==> src/rtl/sq_packer.sv <==
// sq_packer: packs a 45-entry code-length table into literal words plus escape/length pairs for zero runs.
// Optional macro SQ_PACKER_ERRCHK_EN turns entries above 8 into literal 8 and raises the sticky err flag.
module sq_packer (
  input  logic       clk,
  input  logic       rst_n,
  input  logic       start,
  output logic [8:0] buff_addr,
  output logic       buff_rd_en,
  input  logic [4:0] buff_data,
  output logic [4:0] data_out,
  output logic       data_out_vld,
  input  logic       data_out_rdy,
  output logic       busy,
  output logic       done,
  output logic       err
);

  localparam logic [2:0] IDLE      = 3'd0;
  localparam logic [2:0] FETCH     = 3'd1;
  localparam logic [2:0] SCAN      = 3'd2;
  localparam logic [2:0] EMIT_ESC  = 3'd3;
  localparam logic [2:0] EMIT_CNT  = 3'd4;
  localparam logic [2:0] EMIT_ZERO = 3'd5;
  localparam logic [2:0] EMIT_LIT  = 3'd6;
  localparam logic [2:0] FIN       = 3'd7;

  localparam logic [5:0] LAST_IDX = 6'd44;

  logic [2:0] state_q, state_d;
  logic [5:0] idx_q, idx_d;
  logic [4:0] run_q, run_d;
  logic [4:0] data_q, data_d;
  logic [4:0] cnt_q, cnt_d;
  logic [4:0] lit_q, lit_d;
  logic       lit_pend_q, lit_pend_d;
  logic       last_q, last_d;
  logic       err_q, err_d;

  logic       xfer;
  logic       do_close;
  logic       run_done;
  logic       advance;
  logic [4:0] close_len;
  logic [4:0] run_inc;
  logic [4:0] lit_val;

  assign xfer = data_out_vld & data_out_rdy;

  // idx_q always points at the next entry to read once SCAN is left, so EMIT_* states
  // can issue that read in the same cycle their last word transfers.
  always_comb begin
    state_d    = state_q;
    idx_d      = idx_q;
    run_d      = run_q;
    data_d     = data_q;
    cnt_d      = cnt_q;
    lit_d      = lit_q;
    lit_pend_d = lit_pend_q;
    last_d     = last_q;
    err_d      = err_q;
    buff_rd_en = 1'b0;
    do_close   = 1'b0;
    close_len  = run_q;
    run_done   = 1'b0;
    advance    = 1'b0;
    run_inc    = run_q + 5'd1;
`ifdef SQ_PACKER_ERRCHK_EN
    lit_val    = (buff_data > 5'd8) ? 5'd8 : buff_data;
`else
    lit_val    = buff_data;
`endif

    case (state_q)
      IDLE: begin
        if (start) begin
          state_d    = FETCH;
          idx_d      = 6'd0;
          run_d      = 5'd0;
          lit_pend_d = 1'b0;
          last_d     = 1'b0;
          err_d      = 1'b0;
        end
      end
      FETCH: begin
        buff_rd_en = 1'b1;
        state_d    = SCAN;
      end
      SCAN: begin
        last_d = (idx_q == LAST_IDX);
        if (idx_q != LAST_IDX) begin
          idx_d = idx_q + 6'd1;
        end
        if (buff_data == 5'd0) begin
          if ((run_inc == 5'd31) || (idx_q == LAST_IDX)) begin
            do_close  = 1'b1;
            close_len = run_inc;
          end else begin
            run_d   = run_inc;
            state_d = FETCH;
          end
        end else begin
          lit_d = lit_val;
`ifdef SQ_PACKER_ERRCHK_EN
          if (buff_data > 5'd8) begin
            err_d = 1'b1;
          end
`endif
          if (run_q != 5'd0) begin
            do_close   = 1'b1;
            lit_pend_d = 1'b1;
          end else begin
            data_d  = lit_val;
            state_d = EMIT_LIT;
          end
        end
      end
      EMIT_ESC: begin
        if (xfer) begin
          data_d  = cnt_q;
          state_d = EMIT_CNT;
        end
      end
      EMIT_CNT: begin
        if (xfer) begin
          run_done = 1'b1;
        end
      end
      EMIT_ZERO: begin
        if (xfer) begin
          if (cnt_q != 5'd0) begin
            cnt_d = cnt_q - 5'd1;
          end else begin
            run_done = 1'b1;
          end
        end
      end
      EMIT_LIT: begin
        if (xfer) begin
          advance = 1'b1;
        end
      end
      FIN: begin
        state_d = IDLE;
      end
      default: begin
        state_d = IDLE;
      end
    endcase

    // A closing run is at least one zero long; short runs go out as plain zeros.
    if (do_close) begin
      run_d = 5'd0;
      if (close_len >= 5'd3) begin
        data_d  = 5'd9;
        cnt_d   = close_len - 5'd3;
        state_d = EMIT_ESC;
      end else begin
        data_d  = 5'd0;
        cnt_d   = close_len - 5'd1;
        state_d = EMIT_ZERO;
      end
    end

    if (run_done) begin
      if (lit_pend_q) begin
        lit_pend_d = 1'b0;
        data_d     = lit_q;
        state_d    = EMIT_LIT;
      end else begin
        advance = 1'b1;
      end
    end

    if (advance) begin
      if (last_q) begin
        state_d = FIN;
      end else begin
        buff_rd_en = 1'b1;
        state_d    = SCAN;
      end
    end
  end

  always_ff @(posedge clk) begin
    if (!rst_n) begin
      state_q    <= IDLE;
      idx_q      <= 6'd0;
      run_q      <= 5'd0;
      data_q     <= 5'd0;
      cnt_q      <= 5'd0;
      lit_q      <= 5'd0;
      lit_pend_q <= 1'b0;
      last_q     <= 1'b0;
      err_q      <= 1'b0;
    end else begin
      state_q    <= state_d;
      idx_q      <= idx_d;
      run_q      <= run_d;
      data_q     <= data_d;
      cnt_q      <= cnt_d;
      lit_q      <= lit_d;
      lit_pend_q <= lit_pend_d;
      last_q     <= last_d;
      err_q      <= err_d;
    end
  end

  assign buff_addr    = {3'b000, idx_q};
  assign data_out     = data_q;
  assign data_out_vld = (state_q == EMIT_ESC) || (state_q == EMIT_CNT) ||
                        (state_q == EMIT_ZERO) || (state_q == EMIT_LIT);
  assign busy         = (state_q != IDLE) && (state_q != FIN);
  assign done         = (state_q == FIN);
  assign err          = err_q;

endmodule
==> config.mk <==
export PLATFORM = sky130hd
export DESIGN_NAME = sq_packer
export DESIGN_NICKNAME = d
export VERILOG_FILES = /design/src/rtl/sq_packer.sv
export SDC_FILE = /design/constraint.sdc
export NUM_CORES = 1
export LEC_CHECK = 0
export ABC_AREA = 0
export CAP_MARGIN = 20
export CORE_MARGIN = 2
export CORE_UTILIZATION = 54
export CTS_BUF_LIST = sky130_fd_sc_hd__clkbuf_16
export CTS_CLUSTER_DIAMETER = 50
export CTS_CLUSTER_SIZE = 10
export DETAILED_ROUTE_END_ITERATION = 10
export PLACE_DENSITY = 0.83
export SETUP_SLACK_MARGIN = 0.4
export SKIP_LAST_GASP = 1
export SYNTH_ARGS = -nofsm -noshare
export SYNTH_HDL_FRONTEND = slang
export SYNTH_SLANG_ARGS = --single-unit
==> constraint.sdc <==
create_clock -name clk -period 5.92 [get_ports clk]
set_clock_uncertainty 0.2 [all_clocks]
set_input_delay 1.184 -clock clk [delete_from_list [all_inputs] [get_ports clk]]
set_output_delay 1.184 -clock clk [all_outputs]
set_load 0.005 [all_outputs]
==> run_results.csv <==
group,metric,value,unit
outcome,outcome,"complete, no violations",
critical_path,worstSetupEndpointType,"register",
clock_network,clock_latency,270,ps
clock_network,clkTransAtPathRegs,50,ps
yosys,synth-edff-count,0,
power,power_frac_comb,33.6,%
global_route,grt_pass1_vias,2060,
min_path,hold_path.class,"register to register",
global_route,grt_pass1_wl,9.76,mm
yosys,yosys-top-cells-area,"dfxtp_1 27%, nand2_1 5.5%, nor2_1 5.4%",
yosys,async_flop_share,0,%
layout,area_growth,16.3,%
die,die-height,69.5,um
layout,nets,343,
die,num_io_pins,28,
clock_network,cts-buffers-inserted,5,
timing,rsz0062_at_grt,"false",
timing,fmax,0.223,GHz
timing,finalWorstPathRequiredPeriod,4490,ps
layout,drive_gt1_share,5.52,%
layout,final_common_cell,"nand2_1",
yosys,synthFlopType,"dfxtp_1",
yosys,ys_seq_area_share,26.8,%
detailed_routing,ant_nets,0,
critical_path,cp_max_fo,7,
power,p_switching,0.302,mW
global_route,antenna_found_initial,0,
global_route,grt-ovfl-total,0,
timing,setup_viol,0,
timing,timing.hold.ws,277,ps
power,pwr-share-seq,33.6,%
placement,hpwl,4.17,mm
critical_path,cpPeakStageDelay,540,ps
yosys,synthCells,311,
critical_path,path_cells,"clkdlybuf4s50_1 > nor4_2 > nand3_1 > a31oi_4 > xnor2_1 > inv_1 > ha_1 > or4_1 > a2bb2oi_1 > or3_1 > a31oi_1",
timing,report.final.slew_viol_count,0,
yosys,syn-cell-area,0.00231,mm2
min_path,worstHoldStart,"lit_q[2]$_SDFFE_PN0P_",
layout,nFillCells,352,
layout,utilization,66.4,%
layout,mostFrequentLayoutCells,"34 x nand2_1, 33 x nor2_1, 31 x dfxtp_1, 23 x clkdlybuf4s50_1",
detailed_routing,vias,2367,
power,pwr-share-clk,32.8,%
detailed_routing,first_iter_violations,237,
die,initial_core_util,57.0,%
timing,report.final.hold_viol_count,0,
critical_path,cp-start-kind,"primary input",
critical_path,r2r-end,"cnt_q[1]$_SDFFE_PN0P_",
layout,num_antenna_cells,0,
critical_path,r2r-start,"run_q[0]$_SDFFE_PP0P_",
die,floorplan.rows,23,
clock_network,postCtsSetupRepairBufs,0,
min_path,worstHoldEndpoint,"data_out[2]$_SDFF_PN0_",
detailed_routing,dr.pass1.iters,5,
critical_path,crit_arrival,4490,ps
die,dieArea,0.00483,mm2
clock_network,cts_root_buf,"clkbuf_16",
critical_path,ff2ff_path_depth,12,
flow_run,max_cap_viol_count,0,
min_path,hold_depth,2,
placement,place_congestion,0.813,
critical_path,critPathKind,"primary input to register",
timing,fin_tns_setup,0,ps
critical_path,crit_slowest_cell,"nor4_2",
power,intPower,0.569,mW
timing,layout_setup_ws,1430,ps
die,die_w,69.5,um
clock_network,htreeDepth,2,
timing,slew_headroom,55.0,%
detailed_routing,avgViaCountPerCell,6.30,
yosys,post_synth.cell_area_avg,7.44,um2
power,power.density,324,mW/mm2
clock_network,cts_tree,"yes",
critical_path,r2r_slack,2180,ps
yosys,yosys_warnings,0,
critical_path,crit_required,5920,ps
die,coreArea,0.00406,mm2
detailed_routing,drc,0,
yosys,synth_top_area_share,26.8,%
clock_network,cts_resized,0,
detailed_routing,postRouteWirelength,5.88,mm
power,swShare,34.6,%
placement,portBuffers,23,
yosys,ys_types,60,
global_route,gr-usage-all-layers,24.7,%
detailed_routing,wl_per_cell,15.6,um
yosys,yosys.area.top_type,"dfxtp_1",
timing,worstMarginPinSlew,674,ps
clock_network,cts.sinks,31,
timing,fin_crit_sh,75.9,%
global_route,grt_max_degree,25,
clock_network,clockBufferDepth,2,
clock_network,postCtsHoldBufs,0,
power,vdd_drop_max,172,uV
yosys,ys_ff_latch,31,
placement,dp_slack,1180,ps
power,power.leakage,0.982,nW
==> cell usage after synthesis (4+ instances only) <==
library cell,number
o21ai_0,20
and3_1,4
buf_4,5
nand4_1,5
xor2_1,7
and2_1,4
o22ai_1,9
nand3_1,16
a22oi_1,16
inv_1,20
clkbuf_1,12
nor3_1,4
nor2_1,33
nand2_1,34
xnor2_1,4
a21oi_1,13
dfxtp_1,31
ha_1,9
==> layer usage <==
| layer | GRT usage [%] | part of all wire, % |
|---|---|---|
| met1 | 33.4 | 44 |
| met2 | 37.2 | 46 |
| met3 | 6.83 | 8.3 |
| met4 | 9.80 | 2.2 |
| met5 | 0 | 0 |
==> area by class of cell <==
| class | count | area, um2 | share of cell area, % |
|---|---|---|---|
| clock inverters | 3 | 38.8 | 1.44 |
| well taps | 50 | 62.6 | 2.32 |
| multi-input cells | 243 | 1530 | 56.9 |
| flip-flops and latches | 31 | 621 | 23.0 |
| clock buffers | 5 | 125 | 4.65 |
| repair buffers | 24 | 238 | 8.83 |
| inverters | 20 | 75.1 | 2.79 |
==> power by group through the flow <==
stage               combinational [mW]  sequential, mW  clock [mW]
global route                     0.325           0.301       0.299
global placement                 0.282           0.295           0
finish                           0.293           0.293       0.286
detailed placement               0.286           0.295           0
floorplan                        0.218           0.263           0
CTS                              0.289           0.291       0.289
==> critical path: cells and delay by family <==
family | cells | cell delay [ps]
AOI/OAI and AO/OA | 3 | 670
buffers and inverters | 2 | 560
xor gates and xnor gates | 1 | 190
and+or+nand+nor | 4 | 1610
adders and majority gates | 1 | 280
==> worst max-delay path by stage <==
stage | end | slack, ps | from | cells past startpoint
global route | cnt_q[1]$_SDFFE_PN0P_ | 1230 | buff_data[1] | 11
finish | cnt_q[1]$_SDFFE_PN0P_ | 1430 | buff_data[1] | 11
floorplan | cnt_q[1]$_SDFFE_PN0P_ | 2060 | buff_data[1] | 10
CTS | cnt_q[1]$_SDFFE_PN0P_ | 1450 | buff_data[1] | 11
global placement | cnt_q[1]$_SDFFE_PN0P_ | 1360 | buff_data[1] | 11
detailed placement | cnt_q[1]$_SDFFE_PN0P_ | 1180 | buff_data[1] | 11
==> registers in the layout (all words and copies together), names as in the netlist <==
name	count
idx_q	6
cnt_q	5
last_q	1
state_q	3
lit_pend_q	1
lit_q	5
run_q	5
data_out	5
==> cell families after synthesis <==
group	Yosys count	share of synthesized area, %
AOI/OAI and AO/OA	86	26.1
xor gates and xnor gates	11	4.16
adders and majority gates	9	4.86
buffers and inverters	40	7.46
DFF	31	26.8
muxes	4	1.78
other	1	0.162
and+or+nand+nor	129	28.7
==> per-stage QoR <==
step | instance area (um2) | instances | total power [mW]
finish | 2690 | 376 | 0.871
global route | 2690 | 376 | 0.924
CTS | 2690 | 376 | 0.869
detailed placement | 2530 | 368 | 0.581
global placement | 2530 | 368 | 0.577
floorplan | 2330 | 314 | 0.481
(Power assumes the default switching activity.)
